`config.mk`:
```
export PLATFORM = sky130hd
export DESIGN_NAME = button_debounce
export DESIGN_NICKNAME = d
export VERILOG_FILES = /design/src/rtl/button_debounce.sv
export SDC_FILE = /design/constraint.sdc
export NUM_CORES = 1
export LEC_CHECK = 0
export BUFFER_PORTS_ARGS = -buffer_cell sky130_fd_sc_hd__buf_4
export CAP_MARGIN = 20
export CORE_MARGIN = 4
export CORE_UTILIZATION = 65
export CTS_CLUSTER_SIZE = 8
export DETAILED_ROUTE_END_ITERATION = 7
export GPL_ROUTABILITY_DRIVEN = 0
export HOLD_SLACK_MARGIN = 0.1
export PLACE_DENSITY = 0.82
export SETUP_SLACK_MARGIN = 0.15
export SKIP_CTS_REPAIR_TIMING = 1
export SYNTH_ARGS = -nofsm -noshare
export SYNTH_HDL_FRONTEND = slang
export SYNTH_SLANG_ARGS = --single-unit
```
`constraint.sdc`:
```
create_clock -name clk -period 3.1 [get_ports clk]
set_input_delay 0.62 -clock clk [delete_from_list [all_inputs] [get_ports clk]]
set_output_delay 0.62 -clock clk [all_outputs]
set_load 0.02 [all_outputs]
```
`src/rtl/button_debounce.sv`:
```
// N-channel push-button debouncer with press/release pulses and optional long-press detection.
// Define BUTTON_DEBOUNCE_LONG_PRESS_EN to build the per-channel hold counters and long_press output.
module button_debounce #(
    parameter int N           = 4,
    parameter int DB_CYCLES   = 281250,
    parameter int LONG_CYCLES = 28125000
) (
    input  logic         clk,
    input  logic         rst,
    input  logic [N-1:0] btn_n,
    output logic [N-1:0] level,
    output logic [N-1:0] press,
    // "release" is a reserved word, hence the suffix
    output logic [N-1:0] release_o,
    output logic [N-1:0] long_press,
    output logic         any_pressed
);

    localparam int CW = $clog2(DB_CYCLES);
    localparam logic [CW-1:0] DB_LAST = CW'(DB_CYCLES - 1);

    logic [N-1:0]  sync1_q, sync2_q;
    logic [N-1:0]  level_q, level_d;
    logic [N-1:0]  press_q, press_d;
    logic [N-1:0]  release_q, release_d;
    logic          any_q;
    logic [CW-1:0] dbCnt_q [N];
    logic [CW-1:0] dbCnt_d [N];

    always_comb begin
        level_d   = level_q;
        press_d   = '0;
        release_d = '0;
        for (int i = 0; i < N; i++) begin
            dbCnt_d[i] = '0;
            if (~sync2_q[i] != level_q[i]) begin
                if (dbCnt_q[i] == DB_LAST) begin
                    level_d[i]   = ~level_q[i];
                    press_d[i]   = ~level_q[i];
                    release_d[i] = level_q[i];
                end else begin
                    dbCnt_d[i] = dbCnt_q[i] + 1'b1;
                end
            end
        end
    end

    always_ff @(posedge clk) begin
        if (rst) begin
            sync1_q   <= '1;
            sync2_q   <= '1;
            level_q   <= '0;
            press_q   <= '0;
            release_q <= '0;
            any_q     <= 1'b0;
            for (int i = 0; i < N; i++) dbCnt_q[i] <= '0;
        end else begin
            sync1_q   <= btn_n;
            sync2_q   <= sync1_q;
            level_q   <= level_d;
            press_q   <= press_d;
            release_q <= release_d;
            any_q     <= |level_d;
            for (int i = 0; i < N; i++) dbCnt_q[i] <= dbCnt_d[i];
        end
    end

`ifdef BUTTON_DEBOUNCE_LONG_PRESS_EN
    localparam int HW = $clog2(LONG_CYCLES + 1);
    localparam logic [HW-1:0] HOLD_MAX  = HW'(LONG_CYCLES);
    localparam logic [HW-1:0] HOLD_LAST = HW'(LONG_CYCLES - 1);

    logic [HW-1:0] hold_q [N];
    logic [HW-1:0] hold_d [N];
    logic [N-1:0]  long_q, long_d;

    // Hold counter saturates, so the pulse fires only once per press
    always_comb begin
        long_d = '0;
        for (int i = 0; i < N; i++) begin
            hold_d[i] = hold_q[i];
            if (!level_q[i]) begin
                hold_d[i] = '0;
            end else if (hold_q[i] != HOLD_MAX) begin
                hold_d[i] = hold_q[i] + 1'b1;
                long_d[i] = (hold_q[i] == HOLD_LAST);
            end
        end
    end

    always_ff @(posedge clk) begin
        if (rst) begin
            long_q <= '0;
            for (int i = 0; i < N; i++) hold_q[i] <= '0;
        end else begin
            long_q <= long_d;
            for (int i = 0; i < N; i++) hold_q[i] <= hold_d[i];
        end
    end

    assign long_press = long_q;
`else
    assign long_press = '0;
`endif

    assign level       = level_q;
    assign press       = press_q;
    assign release_o   = release_q;
    assign any_pressed = any_q;

endmodule

```
After elaboration in Yosys (flattened, before gate mapping)

Memory sizes are Yosys's and may differ from the RTL's.
Cells that the tools add are included.

Add/subtract/negate cells: 4
$mul: 0
Divide/modulo/power cells: 0
Magnitude comparators: 0
Equality and inequality tests: 8
Shifts and indexed selects: 0
Muxes and demuxes: 23
Bitwise gates (word level): 20
Reductions and logical operators: 5

Operator list:

| operator              | number |
|---|---|
| $mux 19               | 12 |
| $add 19x1->19 const B | 4 |
| $eq 19x19->1 const B  | 4 |
| $not 1->1             | 16 |
| $reduce_or 3->1       | 4 |
| $mux 1                | 11 |
| $ne 1x1->1            | 4 |
| $or 1x1->1            | 4 |
| $reduce_or 4->1       | 1 |

Bits in registers: 21
Bits in latches: 0
RAM bits: 76
Bits in read-only memories: 0
Bits of input ports: 6
Output and inout port bits: 17
Word-level logic and storage cells: 73
Memories kept: 1

Memories:

| name    | words | bits a word | rd ports | clocked after Yosys merged registers in | wr ports | RTL line | source |
|---|---|---|---|---|---|---|---|
| dbCnt_q | 4     | 19          | 4        | 0                                       | 4        | 27       | `logic [CW-1:0] dbCnt_q [N];` |

Longest topological paths before layout

Gate-level depths: netlist of the first run.
An unclocked memory read counts as a cell.

Depth after elaboration: 5
Mapped depth: 9
Gate-level depth less buffers: 7

Least setup slack after synthesis of the first run

OpenSTA, ideal clock, no wires.

Kind: reg-to-reg
Start point: memory dbCnt_q[0][16] (netlist bit)
End point: memory dbCnt_q[0][11] (netlist bit)
Setup time: 0.115 ns
Data arrival time: 1.603 ns
Data required time: 2.985 ns
Setup slack: 1.382 ns
Cell stages (with the launch flop): 7
Path buffers: 1
Period minus slack after synthesis: 1.718 ns
Cell sequence: dfxtp_1 or4_1 nor4_2 nand4_2 nand2_2 buf_6 nor2_1

RTL lines:

| item            | RTL line |
|---|---|
| start, declared | 27 |

==> impl_metrics.ini, run 1 <==
[cts]
cts_root_buf = clkbuf_8
cts_inserted_buffers = 9
cts_sinks = 97
htree_levels = 3
insertion_delay_ns = 0.35
cts_buffer_depth = 2
clkTransAtPathRegs_ns = 0.08
cts_tree = yes

[synth]
synth_ff_type = dfxtp_1
synthesis.instances = 451
synth.avg_cell_area_um2 = 9.16
ys_async_sr_fraction_pct = 0
ys_ff_latch = 97
synth-seq-area-share_pct = 47.0
synthesis.area_um2 = 4130
ys_types = 37
yosys_warnings = 0
synth_enable_flop_cells = 0

[setup_path]
r2r_cells = 4
crit_start = dbCnt_q[1][2]$_SDFF_PP0_
end_kind = flip-flop
r2r_slack_ns = 0.98
path_max_fanout = 19
path_class = reg -> reg
arrival_ns = 2.33
r2r_end = dbCnt_q[1][2]$_SDFF_PP0_
required_ns = 3.31
crit-reg2reg-launch = dbCnt_q[1][2]$_SDFF_PP0_
critPathLaunchType = flip-flop

[sta]
finalCriticalPeriod_ns = 2.12
maxSlewHeadroom_pct = 52.7
fin_skew_ns = 0.00977
post-route-period-util_pct = 68.3
fmax_mhz = 472
tightest_slew_ns = 0.710
slew_viol_final = 0
setup_violations = 0
finalSetupTns_ns = 0
whs_ns = 0.414
hold_viol = 0
rsz0062_at_grt = no

[grt]
antenna_found_initial = 0
grt_pass1_vias = 2763
grt-ovfl-total = 0
grt_pass1_wl_um = 12300
grt_max_degree = 24
grt_usage_pct = 20.2

[power_and_ir_drop]
clkPwrFrac_pct = 40.6
power_density_nw_per_um2 = 481
power.leakage_nw = 1.52
seq_power_share_pct = 58.0
p_int_w = 0.00175
switchingPower_w = 0.000415
peakVddDrop_mv = 0.364
p_sw_share_pct = 19.2
pwr-share-comb_pct = 1.4

[routing]
post-route-drc-count = 0
drtPass1Iterations = 5
ant_nets = 0
first_iter_violations = 70
routed_wl_um = 7040
routedWlPerCell_um = 12.8
vias = 2995
vias_per_cell = 5.45

[floorplan]
start_util_pct = 68.2
ios = 23
rows = 28
die_w_um = 87.7
die_area_um2 = 7700
core_area_um2 = 6060
die_h_um = 87.7

[place]
place.detailed.hpwl_um = 4930
portBuffers = 18

[cells_and_area]
layout_commonest_cell = nor2_1
area_growth_pct = 8.96
fin_nets = 486
antenna_cells = 0
final_cell_mix = nor2_1 (100), dfxtp_1 (97), xor2_1 (37)
drive_gt1_share_pct = 10.1

[min_path]
min_path_type = reg -> reg
holdPathEnd = sync2_q[2]$_SDFF_PP1_
worstHoldPathCells = 1
hp-start = sync1_q[2]$_SDFF_PP1_

[status]
status = finished clean

[job]
drv_cap = 0
==> how the worst max path moves through the flow <==
stage                                     end  slack [ns]
global route         dbCnt_q[1][4]$_SDFF_PP0_        0.79
finish               dbCnt_q[1][2]$_SDFF_PP0_        0.98
CTS                  dbCnt_q[1][2]$_SDFF_PP0_        0.98
global placement    dbCnt_q[1][12]$_SDFF_PP0_        1.08
floorplan           dbCnt_q[0][11]$_SDFF_PP0_        1.38
detailed placement   dbCnt_q[1][2]$_SDFF_PP0_         1.0
==> area by class of cell <==
cell class	instances	area, µm²
Clock buffer	11	151
Clock inverter	3	65.1
Fill cell	464	1560
Inverter	16	60.1
Multi-Input combinational cell	330	2060
Sequential cell	97	1940
Tap cell	75	93.8
Timing Repair Buffer	18	135
==> cell families after synthesis <==
logic type                 synth area share, %
and+or+nand+nor                           30.5
AOI/OAI and AO/OA                        0.454
other                                   0.0907
xor gates and xnor gates                  15.0
adders and majority gates                 2.42
muxes                                    0.969
buffers and inverters                     3.54
DFF                                       47.0
==> routing by layer <==
layer / vias up / global-route usage [%] / wire (µm)
met5: - / 0 / 0
met4: 0 / 9.76 / 148
met3: 12 / 3.29 / 247
met2: 55 / 32.0 / 3270
met1: 1375 / 27.0 / 3370
li1: 1553 / - / -
==> sequential cells by signal (all words and copies together) (netlist names) <==
register	count
dbCnt_q	76
press	4
level	4
sync1_q	4
any_pressed	1
release_o	4
sync2_q	4
==> power by group through the flow <==
stage                     Combinational (W)  Sequential, W  Clock, W
after floorplan                   0.0000282        0.00128         0
after global placement            0.0000302        0.00128         0
after detailed placement          0.0000307        0.00128         0
after CTS                         0.0000308        0.00126  0.000899
after global routing              0.0000350        0.00126  0.000960
final                             0.0000306        0.00126  0.000879
==> cell usage after synthesis, drive strengths merged (2+ instances only) <==
| cell | count | area [µm²] |
|---|---|---|
| ha | 8 | 100 |
| nand2 | 24 | 97.6 |
| and3 | 9 | 56.3 |
| or4bb | 2 | 22.5 |
| clkbuf | 2 | 7.51 |
| buf | 9 | 78.8 |
| nand4b | 2 | 17.5 |
| mux2i | 4 | 40.0 |
| nand3 | 29 | 145 |
| or4b | 3 | 30.0 |
| xnor2 | 34 | 298 |
| and4 | 9 | 78.8 |
| nor4 | 10 | 90.1 |
| nor4bb | 3 | 30.0 |
| or2 | 9 | 56.3 |
| dfxtp | 97 | 1940 |
| xor2 | 37 | 324 |
| inv | 16 | 60.1 |
| nor3 | 11 | 55.1 |
| nor4b | 6 | 52.6 |
| nand4 | 16 | 106 |
| nor2b | 2 | 12.5 |
| nor2 | 100 | 375 |
==> critical path, stage by stage (launching register included) <==
cell      delay [ns]
dfxtp_1         0.36
or4b_1          0.58
nor4_4          0.31
nand2b_1        0.62
nor2_1          0.12
==> through the flow <==
stage | util (%) | setup WS, ns | power, W | area [µm²] | instances
floorplan | - | 1.38 | 0.00131 | 4140 | 454
global placement | 70.7 | 1.08 | 0.00131 | 4290 | 536
detailed placement | 70.7 | 0.996 | 0.00132 | 4290 | 536
CTS | 74.3 | 0.984 | 0.00219 | 4500 | 550
global route | 74.3 | 0.794 | 0.00225 | 4500 | 550
finish | 74.3 | 0.981 | 0.00217 | 4500 | 550
Note: power is estimated with default switching activity, not from simulation.
==> run 2: changes to the inputs <==
Settings changed: ABC_AREA set to 1, CORE_UTILIZATION 65 to 61, PLACE_DENSITY 0.82 to 0.77.
Clock period 3.1 ns to 1.95 ns, I/O delays scaled along.
==> impl_metrics.ini, run 2 <==
[cts]
cts_inserted_buffers = 9
cts_tree = yes
cts_sinks = 97
insertion_delay_ns = 0.37
cts_root_buf = clkbuf_8
htree_levels = 3
clkTransAtPathRegs_ns = 0.10
cts_buffer_depth = 2

[routing]
routedWlPerCell_um = 11.2
ant_nets = 0
drtPass1Iterations = 4
vias_per_cell = 5.06
first_iter_violations = 101
vias = 3724
routed_wl_um = 8270
post-route-drc-count = 0

[setup_path]
path_cells = inv_1 -> ha_1 -> inv_1 -> nor2_1 -> nand3_1 -> nor2_1 -> nand2_1 -> nand2_1 -> inv_2 -> and3_1
cp_top_family = simple AND/OR/NAND/NOR gates
end_kind = flip-flop
required_ns = 2.22
critPathLaunchType = flip-flop
path_max_fanout = 8
crit_path_max_incr_delay_ns = 0.32
slowest_stage = dfxtp_1
arrival_ns = 1.92
path_class = reg -> reg
path_buf_inv = 3

[sta]
fin_skew_ns = 0.0130
fmax_mhz = 608
rsz0062_at_grt = no
hold_viol = 0
post-route-period-util_pct = 84.3
finalSetupTns_ns = 0
whs_ns = 0.212
slew_viol_final = 0
finalCriticalPeriod_ns = 1.64
setup_violations = 0

[grt]
grt_pass1_wl_um = 14200
grt_usage_pct = 19.9
grt_pass1_vias = 3404
grt_max_degree = 17
grt-ovfl-total = 0
antenna_found_initial = 0

[cells_and_area]
largest-register = dbCnt_q
antenna_cells = 0
seq_area_um2 = 1940
layout_commonest_cell = nor2_1
multiInputGateArea_um2 = 2250
fin_nets = 647
final_cell_mix = nor2_1 (118), nand2_1 (102), dfxtp_1 (97)
post-route-util_pct = 68.7
largest_reg_flops = 76
fillCellCount = 626
area_growth_pct = 10.0
drive_gt1_share_pct = 14.9

[power_and_ir_drop]
peakVddDrop_mv = 0.615
power.leakage_nw = 1.81
power_density_nw_per_um2 = 699

[floorplan]
die_area_um2 = 8820
core_area_um2 = 7210
die_w_um = 93.9
start_util_pct = 62.4
rows = 31
die_h_um = 93.9
ios = 23

[synth]
synth_common_cells = nor2_1 (118), nand2_1 (103), dfxtp_1 (97), inv_1 (62), nand3_1 (42)
ys_types = 37
ys_ff_latch = 97
ys_async_sr_fraction_pct = 0
synth.most_common_cell = nor2_1
synth_top_area_share_pct = 43.1
ys_top_cells_by_area = dfxtp_1 (43%), nor2_1 (9.8%), nand2_1 (8.6%)
synth_top_cell_by_area = dfxtp_1
synth-seq-area-share_pct = 43.1
synth_enable_flop_cells = 0
synthesis.instances = 607
synthesis.area_um2 = 4500
synth_ff_type = dfxtp_1
yosys_warnings = 0
synth.avg_cell_area_um2 = 7.42

[place]
place.detailed.hpwl_um = 6330
portBuffers = 18

[job]
drv_cap = 0

[min_path]
min_path_type = in -> reg

[status]
status = finished clean
## run 2: changes by cell type after synthesis, sizes merged, moves of 9 or more
cell | previous run | this run
and4 | 9 | 0
inv | 16 | 71
o21ai | 1 | 18
nor2 | 100 | 133
a21oi | 1 | 31
xnor2 | 34 | 9
nand3 | 29 | 47
xor2 | 37 | 14
nand2 | 24 | 111
## run 2: final cells by class
| cell class | count | area share [%] |
|---|---|---|
| well taps | 99 | 2.50 |
| clock inverters | 6 | 1.82 |
| inverters | 71 | 5.38 |
| flip-flops and latches | 97 | 39.2 |
| repair buffers | 21 | 3.18 |
| multi-input cells | 433 | 45.4 |
| clock buffers | 9 | 2.50 |
## run 2: kinds of logic after synthesis
| logic type | after synthesis | synth area share, % |
|---|---|---|
| buffers and inverters | 80 | 7.22 |
| DFF | 97 | 43.1 |
| xor gates and xnor gates | 23 | 4.47 |
| and+or+nand+nor | 343 | 36.5 |
| adders and majority gates | 8 | 2.22 |
| other | 1 | 0.0833 |
| AOI/OAI and AO/OA | 55 | 6.36 |
## run 2: worst paths after layout
kind / startpoint / endpoint / slack (ns) / cells past startpoint
max reg2reg: dbCnt_q[0][1]$_SDFF_PP0_ / dbCnt_q[0][14]$_SDFF_PP0_ / 0.31 / 10
min reg2reg: sync1_q[0]$_SDFF_PP1_ / sync2_q[0]$_SDFF_PP1_ / 0.42 / 1
min: btn_n[2] / sync1_q[2]$_SDFF_PP1_ / 0.21 / 2
max: dbCnt_q[0][1]$_SDFF_PP0_ / dbCnt_q[0][14]$_SDFF_PP0_ / 0.31 / 10
## run 2: report_power, final
| group | leakage, nW | internal (W) | switching, W |
|---|---|---|---|
| combinational | 0.919 | 0.0000201 | 0.0000334 |
| sequential | 0.783 | 0.00199 | 0.00000615 |
| clock | 0.106 | 0.000722 | 0.000691 |
| total | 1.81 | 0.00273 | 0.000731 |
## run 2: per-layer routing
metal / up-vias / global-route usage, % / routed length (µm)
met3: 11 / 3.13 / 296
met2: 61 / 34.3 / 3890
li1: 1969 / - / -
met1: 1683 / 24.9 / 3930
met5: - / 0 / 0
met4: 0 / 7.94 / 148
## run 2: per-stage QoR
stage	worst slack, ns	power (W)	area (µm²)	std cells
detailed placement	0.263	0.00209	4740	721
finish	0.305	0.00346	4950	736
floorplan	0.577	0.00208	4510	610
CTS	0.289	0.00349	4950	736
global route	0.170	0.00358	4950	736
global placement	0.288	0.00209	4740	721
==> run 3: changes to the inputs <==
Clock period 1.95 ns to 1.6 ns, I/O delays scaled along.
==> impl_metrics.ini, run 3 (synthesis gave the netlist of run 2 again) <==
[floorplan]
core_area_um2 = 7210
die_w_um = 93.9
ios = 23
start_util_pct = 62.4
die_h_um = 93.9
rows = 31
die_area_um2 = 8820

[cells_and_area]
largest-register = dbCnt_q
fin_cells = 754
layout_commonest_cell = nor2_1
area_growth_pct = 20.3
antenna_cells = 0
drive_gt1_share_pct = 27.5
largest_reg_flops = 76
fillCellCount = 526
final_cell_mix = nor2_1 (108), nand2_1 (91), dfxtp_1 (73)
fin_nets = 668
post-route-util_pct = 75.1

[setup_path]
crit-reg2reg-launch = dbCnt_q[0][1]$_SDFF_PP0_
cp_top_family = simple AND/OR/NAND/NOR gates
end_kind = flip-flop
path_buf_inv = 3
crit_start = dbCnt_q[0][1]$_SDFF_PP0_
path_cells = inv_2 -> ha_4 -> inv_2 -> nor2_2 -> nand3_2 -> nor2_4 -> nand2_2 -> nand2_2 -> inv_4 -> and3_1
required_ns = 1.85
crit_path_max_incr_delay_ns = 0.34
slowest_stage = dfxtp_2
path_max_fanout = 7
critPathLaunchType = flip-flop
path_class = reg -> reg
arrival_ns = 1.77

[cts]
clkTransAtPathRegs_ns = 0.08
cts_sinks = 97
htree_levels = 3
insertion_delay_ns = 0.35
cts_root_buf = clkbuf_8
cts_inserted_buffers = 9
cts_tree = yes
cts_buffer_depth = 2

[grt]
grt_max_degree = 14
antenna_found_initial = 0
grt_pass1_vias = 3535
grt_pass1_wl_um = 14800
grt_usage_pct = 20.4
grt-ovfl-total = 0

[routing]
post-route-drc-count = 0
ant_nets = 0
routed_wl_um = 9700
first_iter_violations = 114
vias_per_cell = 5.25
vias = 3960
routedWlPerCell_um = 12.9
drtPass1Iterations = 5

[power_and_ir_drop]
power_density_nw_per_um2 = 739
p_int_w = 0.00318
power.leakage_nw = 1.95
p_sw_share_pct = 20.5
clkPwrFrac_pct = 37.4
peakVddDrop_mv = 0.591
pwr-share-comb_pct = 2.2
switchingPower_w = 0.000822
seq_power_share_pct = 60.4

[job]
drv_cap = 0

[sta]
rsz0062_at_grt = yes
fin_skew_ns = 0.00637
slew_viol_final = 0
finalSetupTns_ns = 0
finalCriticalPeriod_ns = 1.52
fmax_mhz = 657
hold_viol = 0
setup_violations = 0
post-route-period-util_pct = 95.1

[place]
dpl.cell_count = 728
portBuffers = 18
place.detailed.hpwl_um = 6500

[min_path]
min_path_type = in -> reg
hp-start = btn_n[3]

[status]
status = finished clean
run 3: path summary, 6_finish.rpt:
check | depth (start not counted) | slack (ns) | endpoint
min | 2 | 0.15 | sync1_q[3]$_SDFF_PP1_
max reg2reg | 10 | 0.08 | dbCnt_q[0][14]$_SDFF_PP0_
min reg2reg | 1 | 0.41 | sync2_q[1]$_SDFF_PP1_
max | 10 | 0.08 | dbCnt_q[0][14]$_SDFF_PP0_
run 3: layout make-up:
| class | instances | area, µm² | area share, % |
|---|---|---|---|
| inverter | 71 | 272 | 5.01 |
| timing repair buffer | 42 | 344 | 6.35 |
| tap | 99 | 124 | 2.29 |
| sequential | 97 | 1990 | 36.8 |
| multi-input combinational | 433 | 2510 | 46.4 |
| clock buffer | 11 | 141 | 2.61 |
| clock inverter | 1 | 30.0 | 0.554 |
run 3: per-layer routing:
| layer | GRT usage, % | part of all wire, % | vias to the layer above |
|---|---|---|---|
| met1 | 25.7 | 43 | 1833 |
| li1 | - | - | 2016 |
| met4 | 5.90 | 1.5 | 0 |
| met2 | 34.9 | 51 | 95 |
| met5 | 0 | 0 | - |
| met3 | 4.57 | 4.3 | 16 |
run 3: stage by stage:
stage	power (W)	cell area (µm²)	hold WS [ns]	setup slack [ns]
after floorplan	0.00254	4510	0.389	0.227
final	0.00400	5420	0.150	0.0787
after CTS	0.00403	4960	0.139	0.0425
after global placement	0.00256	4790	0.397	0.0981
after detailed placement	0.00256	4790	0.397	0.0569
after global routing	0.00415	5420	0.130	0.0116
run 3: power by group through the flow:
stage	logic (W)	clock network, W	registers [W]
2_1_floorplan	0.0000539	0	0.00249
3_3_place_gp	0.0000713	0	0.00249
3_5_place_dp	0.0000727	0	0.00249
4_1_cts	0.0000730	0.00153	0.00243
5_1_grt	0.0000960	0.00163	0.00242
6_report	0.0000879	0.00150	0.00242
